<file path="src/rtl/tlp_arb_pkg.sv">
`default_nettype none
// ----------------------------------------------------------------------------
// tlp_arb_pkg : shared types and the rotating one-hot pick function. Rev 1.0
// ----------------------------------------------------------------------------
package tlp_arb_pkg;

  typedef enum logic [1:0] {
    IDLE  = 2'd0,
    GRANT = 2'd1,
    XFER  = 2'd2
  } arb_state_e;

  localparam int MODE_FIXED = 0;
  localparam int MODE_RR    = 1;
  localparam int MAX_CH     = 8;

  // First requester at or after ptr, wrapping within the n active channels.
  function automatic logic [MAX_CH-1:0] rr_pick(input logic [MAX_CH-1:0] req,
                                                input logic [2:0]        ptr,
                                                input int                n);
    logic [MAX_CH-1:0] gnt;
    logic              found;
    int                idx;
    gnt   = '0;
    found = 1'b0;
    for (int i = 0; i < MAX_CH; i++) begin
      idx = int'(ptr) + i;
      if (idx >= n) idx = idx - n;
      if ((i < n) && !found && req[idx[2:0]]) begin
        gnt[idx[2:0]] = 1'b1;
        found         = 1'b1;
      end
    end
    return gnt;
  endfunction

endpackage
`default_nettype wire

</file>
<file path="src/rtl/tlp_arb_rr_pick.sv">
`default_nettype none
// ----------------------------------------------------------------------------
// tlp_arb_rr_pick : combinational one-hot picker, fixed or rotated priority. Rev 1.0
// ----------------------------------------------------------------------------
module tlp_arb_rr_pick
  import tlp_arb_pkg::*;
#(
  parameter int NUM_CH  = 4,
  parameter int RR_MODE = MODE_RR,
  parameter int PTR_W   = $clog2(NUM_CH)
) (
  input  logic [NUM_CH-1:0] req_i,
  input  logic [PTR_W-1:0]  ptr_i,
  output logic [NUM_CH-1:0] gnt_o,
  output logic [PTR_W-1:0]  idx_o
);

  logic [MAX_CH-1:0] w_req_ext;
  logic [MAX_CH-1:0] w_pick;
  logic [2:0]        w_ptr;

  always_comb begin
    w_req_ext             = '0;
    w_req_ext[NUM_CH-1:0] = req_i;
    // Fixed priority is a rotation that always starts at channel 0.
    w_ptr                 = 3'd0;
    if (RR_MODE == MODE_RR) w_ptr = 3'(ptr_i);
    w_pick = rr_pick(w_req_ext, w_ptr, NUM_CH);
    gnt_o  = w_pick[NUM_CH-1:0];
    idx_o  = '0;
    for (int i = 0; i < NUM_CH; i++) begin
      if (w_pick[i]) idx_o = PTR_W'(i);
    end
  end

endmodule
`default_nettype wire

</file>
<file path="src/rtl/tlp_tx_arb_rr.sv">
`default_nettype none
// ----------------------------------------------------------------------------
// tlp_tx_arb_rr : packet-locked N-channel TLP TX arbiter with watchdog. Rev 1.0
// ----------------------------------------------------------------------------
module tlp_tx_arb_rr
  import tlp_arb_pkg::*;
#(
  parameter int NUM_CH     = 4,
  parameter int DATA_WIDTH = 16,
  parameter int RR_MODE    = MODE_RR,
  parameter int WDOG_CYC   = 4096,
  parameter int CNT_W      = 16
) (
  input  logic                         clk_125,
  input  logic                         rstn,
  input  logic                         tx_val,
  input  logic [NUM_CH-1:0]            ch_req,
  input  logic [NUM_CH*DATA_WIDTH-1:0] ch_din,
  input  logic [NUM_CH-1:0]            ch_sop,
  input  logic [NUM_CH-1:0]            ch_eop,
  input  logic [NUM_CH-1:0]            ch_dwen,
  output logic [NUM_CH-1:0]            ch_rdy,
  output logic                         tx_req,
  output logic [DATA_WIDTH-1:0]        tx_dout,
  output logic                         tx_sop,
  output logic                         tx_eop,
  output logic                         tx_dwen,
  input  logic                         tx_rdy,
  output logic [NUM_CH-1:0]            grant_vec,
  output logic                         wdog_evt,
  output logic [NUM_CH*CNT_W-1:0]      tlp_cnt,
  input  logic                         cnt_clr
);

  localparam int c_ptr_w  = $clog2(NUM_CH);
  localparam int c_wd_w   = (WDOG_CYC > 1) ? $clog2(WDOG_CYC) : 1;
  localparam int c_wd_lim = (WDOG_CYC > 0) ? WDOG_CYC - 1 : 0;

  arb_state_e          state_q, state_d;
  logic [NUM_CH-1:0]   grant_q, grant_d;
  logic [c_ptr_w-1:0]  gidx_q, gidx_d;
  logic [c_ptr_w-1:0]  ptr_q, ptr_d;
  logic [c_wd_w-1:0]   wdog_q, wdog_d;
  logic [CNT_W-1:0]    cnt_q [NUM_CH];

  logic [NUM_CH-1:0]     w_pick;
  logic [c_ptr_w-1:0]    w_pick_idx;
  logic                  w_req_g, w_sop_g, w_eop_g, w_dwen_g;
  logic [DATA_WIDTH-1:0] w_din_g;
  logic                  w_held, w_done, w_force_eop, w_wdog_hit;

  tlp_arb_rr_pick #(
    .NUM_CH  (NUM_CH),
    .RR_MODE (RR_MODE),
    .PTR_W   (c_ptr_w)
  ) u_pick (
    .req_i (ch_req),
    .ptr_i (ptr_q),
    .gnt_o (w_pick),
    .idx_o (w_pick_idx)
  );

  assign w_req_g    = ch_req[gidx_q];
  assign w_sop_g    = ch_sop[gidx_q];
  assign w_eop_g    = ch_eop[gidx_q];
  assign w_dwen_g   = ch_dwen[gidx_q];
  assign w_din_g    = ch_din[gidx_q*DATA_WIDTH +: DATA_WIDTH];
  assign w_held     = (state_q != IDLE);
  assign w_wdog_hit = (WDOG_CYC != 0) && (wdog_q == c_wd_w'(c_wd_lim));

  always_comb begin
    state_d     = state_q;
    grant_d     = grant_q;
    gidx_d      = gidx_q;
    ptr_d       = ptr_q;
    wdog_d      = wdog_q;
    w_done      = 1'b0;
    w_force_eop = 1'b0;
    wdog_evt    = 1'b0;
    // Saturating so a sop accepted on the limit cycle still releases next cycle.
    if (w_held && (WDOG_CYC != 0) && !w_wdog_hit) wdog_d = wdog_q + 1'b1;
    case (state_q)
      IDLE: begin
        wdog_d = '0;
        if (|ch_req) begin
          grant_d = w_pick;
          gidx_d  = w_pick_idx;
          state_d = GRANT;
        end
      end
      GRANT: begin
        if (tx_val && w_sop_g && w_eop_g) begin
          w_done = 1'b1;
        end else if (tx_val && w_sop_g) begin
          state_d = XFER;
        end else if (!w_req_g) begin
          state_d = IDLE;
          grant_d = '0;
        end else if (w_wdog_hit) begin
          state_d  = IDLE;
          grant_d  = '0;
          wdog_evt = 1'b1;
        end
      end
      XFER: begin
        if (tx_val && w_eop_g) begin
          w_done = 1'b1;
        end else if (w_wdog_hit) begin
          state_d     = IDLE;
          grant_d     = '0;
          wdog_evt    = 1'b1;
          w_force_eop = 1'b1;
        end
      end
      default: begin
        state_d = IDLE;
        grant_d = '0;
      end
    endcase
    if (w_done) begin
      state_d = IDLE;
      grant_d = '0;
      ptr_d   = (gidx_q == c_ptr_w'(NUM_CH - 1)) ? '0 : gidx_q + 1'b1;
    end
  end

  always_ff @(posedge clk_125 or negedge rstn) begin
    if (!rstn) begin
      state_q <= IDLE;
      grant_q <= '0;
      gidx_q  <= '0;
      ptr_q   <= '0;
      wdog_q  <= '0;
    end else begin
      state_q <= state_d;
      grant_q <= grant_d;
      gidx_q  <= gidx_d;
      ptr_q   <= ptr_d;
      wdog_q  <= wdog_d;
    end
  end

  generate
    for (genvar k = 0; k < NUM_CH; k++) begin : g_cnt
      always_ff @(posedge clk_125 or negedge rstn) begin
        if (!rstn)                                   cnt_q[k] <= '0;
        else if (cnt_clr)                            cnt_q[k] <= '0;
        else if (w_done && (gidx_q == c_ptr_w'(k)))  cnt_q[k] <= cnt_q[k] + 1'b1;
      end
      assign tlp_cnt[k*CNT_W +: CNT_W] = cnt_q[k];
    end
  endgenerate

  assign grant_vec = grant_q;
  assign ch_rdy    = grant_q & {NUM_CH{tx_rdy}};
  assign tx_req    = w_held & w_req_g;
  assign tx_dout   = w_held ? w_din_g : '0;
  assign tx_sop    = w_held & w_sop_g;
  assign tx_eop    = w_held & (w_eop_g | w_force_eop);
  assign tx_dwen   = (DATA_WIDTH == 64) & w_held & w_dwen_g;

endmodule
`default_nettype wire

</file>
<file path="config.mk">
export PLATFORM = sky130hd
export DESIGN_NAME = tlp_tx_arb_rr
export DESIGN_NICKNAME = d
export VERILOG_FILES = /design/src/rtl/tlp_arb_pkg.sv /design/src/rtl/tlp_arb_rr_pick.sv /design/src/rtl/tlp_tx_arb_rr.sv
export SDC_FILE = /design/constraint.sdc
export NUM_CORES = 1
export LEC_CHECK = 0
export ABC_CLOCK_PERIOD_IN_PS = 2200
export CAP_MARGIN = 10
export CORE_UTILIZATION = 42
export DETAILED_ROUTE_END_ITERATION = 6
export GPL_ROUTABILITY_DRIVEN = 0
export PLACE_DENSITY_LB_ADDON = 0.08
export SLEW_MARGIN = 20
export SYNTH_ARGS = -nofsm -noshare
export SYNTH_HDL_FRONTEND = slang
export SYNTH_SLANG_ARGS = --single-unit
</file>
<file path="constraint.sdc">
create_clock -name clk_125 -period 2.2 [get_ports clk_125]
set_input_delay 0.44 -clock clk_125 [delete_from_list [all_inputs] [get_ports clk_125]]
set_output_delay 0.44 -clock clk_125 [all_outputs]
set_load 0.01 [all_outputs]
</file>
# After elaboration in Yosys (flattened, before gate mapping)

Cells that the tools add are included.

Equality and inequality tests: 10
Shift operators: 1
$lt $le $gt $ge: 13
Bitwise gates (word level): 8
Add/subtract/negate cells: 13
Mux-type cells: 74
Reductions and logical operators: 31

Operator list:

| kind                    | count |
|---|---|
| $mux W16                | 9 |
| $ge A32 B4 Y1 const B   | 3 |
| $add A16 B1 Y16 const B | 4 |
| $shiftx A64 B7 Y16      | 1 |
| $mux W4                 | 11 |
| $mux W12                | 2 |
| $mux W1                 | 23 |
| $mux W2                 | 10 |
| $lt A3 B4 Y1 const B    | 4 |
| $logic_and A1 B1 Y1     | 15 |
| $add A12 B1 Y12 const B | 1 |
| $bmux W1 S3             | 4 |
| $demux W1 S3            | 4 |
| $eq A12 B12 Y1 const B  | 1 |
| $ge A3 B1 Y1 const B    | 4 |
| $mux W3                 | 4 |
| $ne A3 B3 Y1 const B    | 4 |
| $or A4 B4 Y4            | 3 |
| $pmux W4 S3             | 1 |
| $reduce_bool A2 Y1      | 6 |
| $sub A3 B3 Y3 const B   | 3 |
| $add A2 B2 Y3 const B   | 2 |
| $bmux W1 S2             | 3 |
| $eq A2 B2 Y1 const B    | 3 |
| 17 further kinds        | 25 |

Logic and storage cells: 159
Output and inout port bits: 93
Bits of input ports: 85
Register bits after elaboration: 86

# Depth between registers and ports, before layout

Depth after elaboration: 17
Depth in mapped cells: 10
Depth with buffers taken out: 8

# By module

From an unflattened synthesis, not the netlist that was laid out.

Cell total of the unflattened synthesis: 585
Area total of the unflattened synthesis: 5609.1 um^2

By module, submodules not included:

| module          | area each (um^2) | cells each | sequential area each (um^2) | instances |
|---|---|---|---|---|
| tlp_tx_arb_rr   | 5156.2           | 532        | 2152.1                      | 1 |
| tlp_arb_rr_pick | 452.9            | 53         | 0.0                         | 1 |

# Least setup slack after synthesis

OpenSTA, ideal clock, no wires.

Path kind: register to register
Start point: register ptr_q[0]
End point: register gidx_q[0]
Path slack: -0.145 ns
Arrival time: 2.264 ns
Stages on the path, launching flop included: 10
Data required time: 2.118 ns
Clock period less this slack: 2.345 ns
Cells stage by stage: dfrtp_1 -> buf_2 -> inv_1 -> ha_1 -> or3b_2 -> clkbuf_1 -> nand4_1 -> o221ai_1 -> nand2b_1 -> a31oi_1

Longest elaborated chain between the ends: 17

RTL lines:

| what                                                   | RTL line              | RTL |
|---|---|---|
| from (decl)                                            | tlp_tx_arb_rr.sv:42   | `logic [c_ptr_w-1:0] ptr_q, ptr_d;` |
| from (signal assigned)                                 | tlp_tx_arb_rr.sv:138  | `ptr_q <= ptr_d;` |
| branches (longest 13 deep; another with $ge A32 B4 Y1) | -                     |  |
| $mux W4 *                                              | tlp_arb_pkg.sv:29     | `if ((i < n) && !found && req[idx[2:0]]) begin` |
| $mux W1                                                | tlp_arb_rr_pick.sv:32 | `if (w_pick[i]) idx_o = PTR_W'(i);` |
| $mux W2                                                | tlp_arb_rr_pick.sv:32 |  |
| $mux W2 *                                              | tlp_arb_rr_pick.sv:32 |  |
| to (signal assigned)                                   | tlp_tx_arb_rr.sv:137  | `gidx_q <= gidx_d;` |
| to (decl)                                              | tlp_tx_arb_rr.sv:41   | `logic [c_ptr_w-1:0] gidx_q, gidx_d;` |

Every way passes the cells marked *. The select of a mux whose other input is x is not followed.
A chain may end at the register's enable or synchronous reset.

# Final worst setup path

Start point: register gidx_q[0]
End point: output port wdog_evt

Longest elaborated chain between the ends: 6

RTL lines:

| what                                           | RTL line                                                      | RTL |
|---|---|---|
| $bmux W1 S2 (on tied branches)                 | tlp_tx_arb_rr.sv:63, tlp_tx_arb_rr.sv:64                      |  |
| $mux W1 (on tied branches)                     | tlp_tx_arb_rr.sv:63, tlp_tx_arb_rr.sv:64                      |  |
| $mux W1 or $logic_and A1 B1 Y1 (tied branches) | tlp_tx_arb_rr.sv:96, tlp_tx_arb_rr.sv:92, tlp_tx_arb_rr.sv:94 |  |
| $mux W1 or $logic_and A1 B1 Y1 (tied branches) | tlp_tx_arb_rr.sv:94, tlp_tx_arb_rr.sv:92                      |  |
| $mux W1                                        | tlp_tx_arb_rr.sv:92                                           | `if (tx_val && w_sop_g && w_eop_g) begin` |
| $pmux W1 S2 *                                  | tlp_tx_arb_rr.sv:82                                           | `case (state_q)` |
| to (decl)                                      | tlp_tx_arb_rr.sv:30                                           | `output logic wdog_evt,` |

Every way passes the cells marked *; elsewhere a longest branch is shown, timed or not. The select of a mux whose other input is x is not followed.

==> out/metrics.cfg <==
[layout]
fillCellCount=942
post_route_non_filler_standard_cell_count=983
diodes=0
register_area_um2=2160
design.final.nets=916
total_area_of_multi_input_combinational_cells_um2=3590
layout.core_utilization_pct=72.7
syn_to_final_growth_pct=66.3
post_route_cells_drive_above_1_share_pct=30.3
stdcell_area_um2=8880

[global_route]
grt_start_max_net_pins=39
grt_pass1_vias=5366
grt_use_total_pct=25.1
gr-total-overflow=0
number_of_antenna_violations_at_the_first_check_in_global_routing=0
global_route_wire_length_before_repair_um=26100

[sta]
timing_max_transition_violations_final=0
setup_viol=78
tightest_slew_ns=0.577
worst_slew_margin_rel_pct=61.5
max_clock_freq_ghz=0.421
rsz0062_at_grt=true
fin_crit_ns=2.38
final-hold-violation-count=0
worst_slack_ns=-0.176
fin_crit_sh_pct=108
fin_worst_skew_ns=0.00818

[clock_tree]
htree_num_levels=3
cts-buffers-inserted=9
clock_sinks=86
cts-root-to-sink-buffers=2
cts.root.buffer_cell=sky130_fd_sc_hd__clkbuf_16
cts_tree=built
clock_insertion_delay_worst_skew_ns=0.34
clock_pin_slew_on_the_worst_setup_and_hold_paths_ns=0.07
ctsHoldBuffers=0

[logic_synthesis]
synth_nets=662
synth_edf_count=0
synth_seq_cells=86
yosysWarnings=0
synth_sequential_area_ratio_pct=40.3
synth_cell_types=49
postSynth.asyncResetShare_pct=100
dominantRegCellSynth=sky130_fd_sc_hd__dfrtp_1
synth_area_um2=5340
synthCells=556
post_synth.cell_area_avg_um2=9.61

[routing]
drc=0
detailedRoute.firstPassIterationCount=5
dr_total_vias=5390
post_drt_via_cell_ratio=5.48
antenna_violating_nets_post_route=0
finalWirelength_um=16600
avgRoutedWirePerCell_um=16.9
drt_iter0_drc=282

[pwr]
power-per-cell-area_nw_per_um2=916
vdd_drop_max_mv=0.504
leakagePower_nw=3.77

[die]
dieHeight_um=115
core-area_um2=12200
fp.dieArea_um2=13200
floorplan.initialDensity_pct=43.7
rows=40
floorplan.io_pins=178
die_width_um=115

[place]
port_buffers=172
post_placement_cell_count=943
detailedPlacementHpwl_um=11400
detailed_place.area_um2=7750

[worst_setup_path]
ff2ff_setup_slack_ns=-0.17
critical_path.top_delay_family=multiplexers
worst_ep_arrival_time_ns=1.94
required_ns=1.76
setup.worst_path.class=reg2out
critPathCaptureType=primary output
worst-path-buf-inv=1
crit_fanout=5
crit_path_start_kind=flip-flop
crit_path_max_incr_delay_ns=0.57
cp_cell_sequence=mux4_2, and2_4, a22oi_2, nor2_1, buf_2
cell_with_the_biggest_individual_delay_on_the_critical_path=sky130_fd_sc_hd__mux4_2

[worst_hold_path]
worst_hold_path_type=in2async

[run_status]
outcome=finished, violations left
violations_in_the_final_reports=negative setup slack

[flow_run]
timing.max_cap.violations=0

cells in the mapped netlist (2+ instances only):
cell	n	area, um^2
sky130_fd_sc_hd__o31ai_1	3	22.5
sky130_fd_sc_hd__a21o_1	3	22.5
sky130_fd_sc_hd__mux2i_1	5	50.1
sky130_fd_sc_hd__inv_1	17	63.8
sky130_fd_sc_hd__nand4_1	21	131
sky130_fd_sc_hd__or3_1	17	106
sky130_fd_sc_hd__nor3_2	2	20.0
sky130_fd_sc_hd__and2_1	9	56.3
sky130_fd_sc_hd__and4_1	4	35.0
sky130_fd_sc_hd__a22oi_1	2	15.0
sky130_fd_sc_hd__buf_1	2	7.51
sky130_fd_sc_hd__nand2b_1	3	18.8
sky130_fd_sc_hd__mux4_2	20	450
sky130_fd_sc_hd__nor3b_1	2	15.0
sky130_fd_sc_hd__xor2_1	37	324
sky130_fd_sc_hd__nor4_1	5	31.3
sky130_fd_sc_hd__a211o_1	3	26.3
sky130_fd_sc_hd__nand2_1	37	139
sky130_fd_sc_hd__o21ai_0	15	75.1
sky130_fd_sc_hd__a21oi_1	25	125
sky130_fd_sc_hd__o2bb2ai_1	2	17.5
sky130_fd_sc_hd__buf_2	5	25.0
sky130_fd_sc_hd__o221ai_1	3	26.3
sky130_fd_sc_hd__nand3_1	35	175
sky130_fd_sc_hd__clkbuf_1	16	60.1
sky130_fd_sc_hd__dfrtp_1	86	2150
sky130_fd_sc_hd__ha_1	21	263
sky130_fd_sc_hd__nor2b_1	22	138
sky130_fd_sc_hd__a22o_1	3	26.3
sky130_fd_sc_hd__a31oi_1	2	12.5
sky130_fd_sc_hd__and3_1	20	125
sky130_fd_sc_hd__nor3_1	9	45.0
sky130_fd_sc_hd__nor2_1	67	251
sky130_fd_sc_hd__xnor2_1	18	158
registers in the layout, summed over array words and instances (netlist names):
name       cells
gidx_q         2
tlp_cnt       64
state_q        2
ptr_q          2
wdog_q        12
grant_vec      4
cell families (layout without fill, tap and decap cells):
logic type      count (synthesis)  in the layout  synth area share (%)
simple gates                  257            258                  24.9
flops                          86             86                  40.3
compound gates                 69             69                  8.20
xor+xnor                       55             55                  9.02
buf+inv                        41            299                  3.07
mux                            26             26                  9.58
fa+ha+maj                      21             21                  4.92
other cells                     1              1                0.0702
area by class of cell:
class                      count  share of cell area (%)
inverter                      17                   0.718
sequential                    86                    24.3
multi-input combinational    430                    40.4
clock inverter                 6                   0.592
timing repair buffer         266                    28.9
tap                          168                    2.37
clock buffer                  10                    2.69
layout by cell type (no fill, tap or decap), types with 4 or more instances in the layout:
master                            netlist  layout
sky130_fd_sc_hd__clkdlybuf4s50_1        0     146
sky130_fd_sc_hd__dfrtp_1               86      83
sky130_fd_sc_hd__nor2_1                67      63
sky130_fd_sc_hd__buf_4                  1      61
sky130_fd_sc_hd__xor2_1                37      37
sky130_fd_sc_hd__nand2_1               37      31
sky130_fd_sc_hd__buf_6                  0      29
sky130_fd_sc_hd__nand3_1               35      26
sky130_fd_sc_hd__nand4_1               21      21
sky130_fd_sc_hd__mux4_2                20      20
sky130_fd_sc_hd__and3_1                20      18
sky130_fd_sc_hd__ha_1                  21      17
sky130_fd_sc_hd__inv_1                 17      16
sky130_fd_sc_hd__nor2b_1               22      15
sky130_fd_sc_hd__buf_2                  5      15
sky130_fd_sc_hd__a21oi_2                1      13
sky130_fd_sc_hd__xnor2_1               18      13
sky130_fd_sc_hd__or3_4                  0      12
sky130_fd_sc_hd__o21ai_0               15      12
sky130_fd_sc_hd__a21oi_1               25      10
sky130_fd_sc_hd__clkbuf_16              0       9
sky130_fd_sc_hd__and2_1                 9       7
sky130_fd_sc_hd__nand3_2                1       7
sky130_fd_sc_hd__nor2b_4                0       6
sky130_fd_sc_hd__or3_1                 17       6
sky130_fd_sc_hd__nor3_4                 0       6
sky130_fd_sc_hd__buf_12                 0       6
sky130_fd_sc_hd__nand2_2                0       5
sky130_fd_sc_hd__mux2i_1                5       5
sky130_fd_sc_hd__nor4_1                 5       4
sky130_fd_sc_hd__and4_1                 4       4
sky130_fd_sc_hd__xnor2_2                0       4
sky130_fd_sc_hd__buf_8                  0       4
per-layer routing:
metal	track usage, %	vias to the layer above	wire length (um)
li1	-	2493	-
met1	29.3	2672	6610
met2	45.9	192	8560
met3	6.01	33	1180
met4	6.93	0	286
met5	0	-	0
final timing paths:
kind | startpoint | end | cells past startpoint
worst max-delay path | gidx_q[0]$_DFFE_PN0P_ | wdog_evt | 5
worst min-delay path | rstn | tlp_cnt[2]$_DFFE_PN0P_ | 1
worst max register to register | gidx_q[0]$_DFFE_PN0P_ | grant_vec[1]$_DFFE_PN0P_ | 9
worst min register to register | grant_vec[0]$_DFFE_PN0P_ | grant_vec[0]$_DFFE_PN0P_ | 1
max in group asynchronous | rstn | gidx_q[0]$_DFFE_PN0P_ | 2
min in group clk_125 | grant_vec[0]$_DFFE_PN0P_ | grant_vec[0]$_DFFE_PN0P_ | 1
timing repair:
action | 4_1_cts | 5_1_grt
buffers inserted | 21 | 6
endpoints found under the setup margin | 77 | 89
pin swaps | 55 | 39
gates resized for setup | 159 | 80
cloned | 2 | 1
power by group:
group          switching, W  leakage (nW)  internal, W
registers          0.000130          1.18      0.00170
logic               0.00224          2.45      0.00258
clock network      0.000672         0.137     0.000812
metrics by stage:
stage	total power (W)	worst slack (ns)	hold slack, ns	TNS (ns)
6_report	0.00813	-0.176	0.0597	-6.87
5_1_grt	0.00855	-0.254	0.0838	-13.23
3_3_place_gp	0.00547	-0.596	0.425	-25.77
4_1_cts	0.00762	-0.165	0.0664	-4.31
2_1_floorplan	0.00385	-0.00274	0.144	-0.00274
3_5_place_dp	0.00557	-0.631	0.431	-28.45
Power figures use the tool's default switching activity.
==> patch (config.mk and constraints unchanged) <==
Set the parameter `CNT_W` to 32 (it was 16).
--- a/src/rtl/tlp_tx_arb_rr.sv
+++ b/src/rtl/tlp_tx_arb_rr.sv
@@ -11,3 +11,3 @@
   parameter int WDOG_CYC   = 4096,
-  parameter int CNT_W      = 16
+  parameter int CNT_W      = 32
 ) (
Ports: changed (resized tlp_cnt); port bits go from 178 to 242. The function was not compared with the original's and may differ.
==> patch against the original RTL <==
Area after synthesis up 61%; synthesized cell count up 63%; the flow still finishes with violations (negative setup slack); total power up 32%; sequential cell count up 64; highest routed layer unchanged; wire length up 60%; setup slack better by 0.0020 ns; worst hold slack better by 0.40 ns; design area up 58%; critical path type unchanged.
==> patch: results (changes against the original RTL) <==
----------------------------------------------------
[Status]
  Result of the run ... finished with violations (unchanged)
  Violated checks ... negative setup slack (unchanged)

[Timing]
  Setup Viol. Count Final ... 126 (was 78)
  Crit path setup slack, layout ... -0.174 ns (was -0.176 ns)
  Worst Skew ... 0.0119 ns (was 0.00818 ns)
  Max-slew headroom ... 58.5% (was 61.5%)

[Final layout]
  Final instance area ... 14,000 um^2 (was 8880 um^2)
  Share of cells above drive strength 1 ... 28.7% (was 30.3%)
  Number of fillers in the final layout ... 1,507 (was 942)
  Final-stage net count ... 1,355 (was 916)

[Hold path]
  Classification of the worst-slack hold path ... in2reg (was in2async)

[Global route]
  Total track usage ... 25.0% (was 25.1%)
  Pin count of the biggest net entering global routing ... 51 (was 39)
  Global routing usage on met1 ... 32.9% (was 29.3%)

[Synthesis]
  Area share of fa/ha/maj cells after synthesis ... 3.06% (was 4.92%)
  Synthesized netlist cell count ... 905 (was 556)
  Synth top area cells ... sky130_fd_sc_hd__dfrtp_1 44%, sky130_fd_sc_hd__xnor2_1 7.3%, sky130_fd_sc_hd__nor2_1 6.6% (was sky130_fd_sc_hd__dfrtp_1 40%, sky130_fd_sc_hd__mux4_2 8.4%, sky130_fd_sc_hd__xor2_1 6.1%)
  Post-synthesis share of cell area spent on xor and xnor gates ... 12.3% (was 9.02%)
  Number of nets in the synthesized netlist ... 1,011 (was 662)
  Sequential element share of the synthesized area ... 43.7% (was 40.3%)
  Number of distinct library cells after synthesis ... 51 (was 49)
  Share of the synthesized area in compound gates (AO/OA/AOI/OAI) ... 4.22% (was 8.20%)

[Detailed routing]
  DR pass1 iterations ... 4 (was 5)
  Via/cell ratio ... 5.28 (was 5.48)
  Detail Route met2 WL ... 13,500 um (was 8560 um)
  Detailed-routed wire length on met3 ... 1040 um (was 1180 um)
  Wirelength per Cell ... 17.4 um (was 16.9 um)
  Total routed wire length on the met1 layer ... 11,500 um (was 6610 um)
  Number of DRC markers after the initial detailed-route iteration ... 366 (was 282)

[Pwr]
  Power drawn by the combinational cells ... 0.00500 W (was 0.00483 W)
  Sw power ... 0.00378 W (was 0.00304 W)
  Max VDD drop ... 0.623 mV (was 0.504 mV)
  Switching share of total power ... 35.1% (was 37.4%)
  Leakage Power ... 5.98 nW (was 3.77 nW)

[Place]
  Area post-placement ... 12,000 um^2 (was 7750 um^2)
  Count of input and output buffers ... 236 (was 172)
  Placement Setup Slack ... -0.504 ns (was -0.631 ns)
  HPWL Detailed ... 17,900 um (was 11,400 um)

[CTS]
  H-tree Lvls ... 4 (was 3)
  Number of buffers created by CTS ... 17 (was 9)

----------------------------------------------------
## patch: worst paths after layout
check                        startpoint      endpoint  slack (ns)  cells after the start
min in group asynchronous          rstn     wdog_q[3]        0.53                      2
hold reg to reg            grant_vec[2]  grant_vec[2]        0.51                      1
max in group asynchronous          rstn  tlp_cnt[106]        1.01                      3
setup / recovery              gidx_q[0]      wdog_evt       -0.17                      6
hold / removal                  cnt_clr   tlp_cnt[55]        0.46                      2
setup reg to reg              gidx_q[0]   tlp_cnt[95]       -0.15                      8
## patch: cell type report
cell class | count | share of cell area (%)
multi-input combinational | 696 | 40.8
sequential | 150 | 26.7
inverter | 24 | 0.695
clock buffer | 17 | 3.03
timing repair buffer | 360 | 25.4
tap | 265 | 2.36
clock inverter | 15 | 0.980
## patch: repair_timing
item,CTS,global route
cloned,5,0
buffers inserted,11,18
hold buffers,1,0
resized for setup,223,112
endpoints found under the hold margin,42,0
pin swaps,79,68
endpoints found under the setup margin,96,155
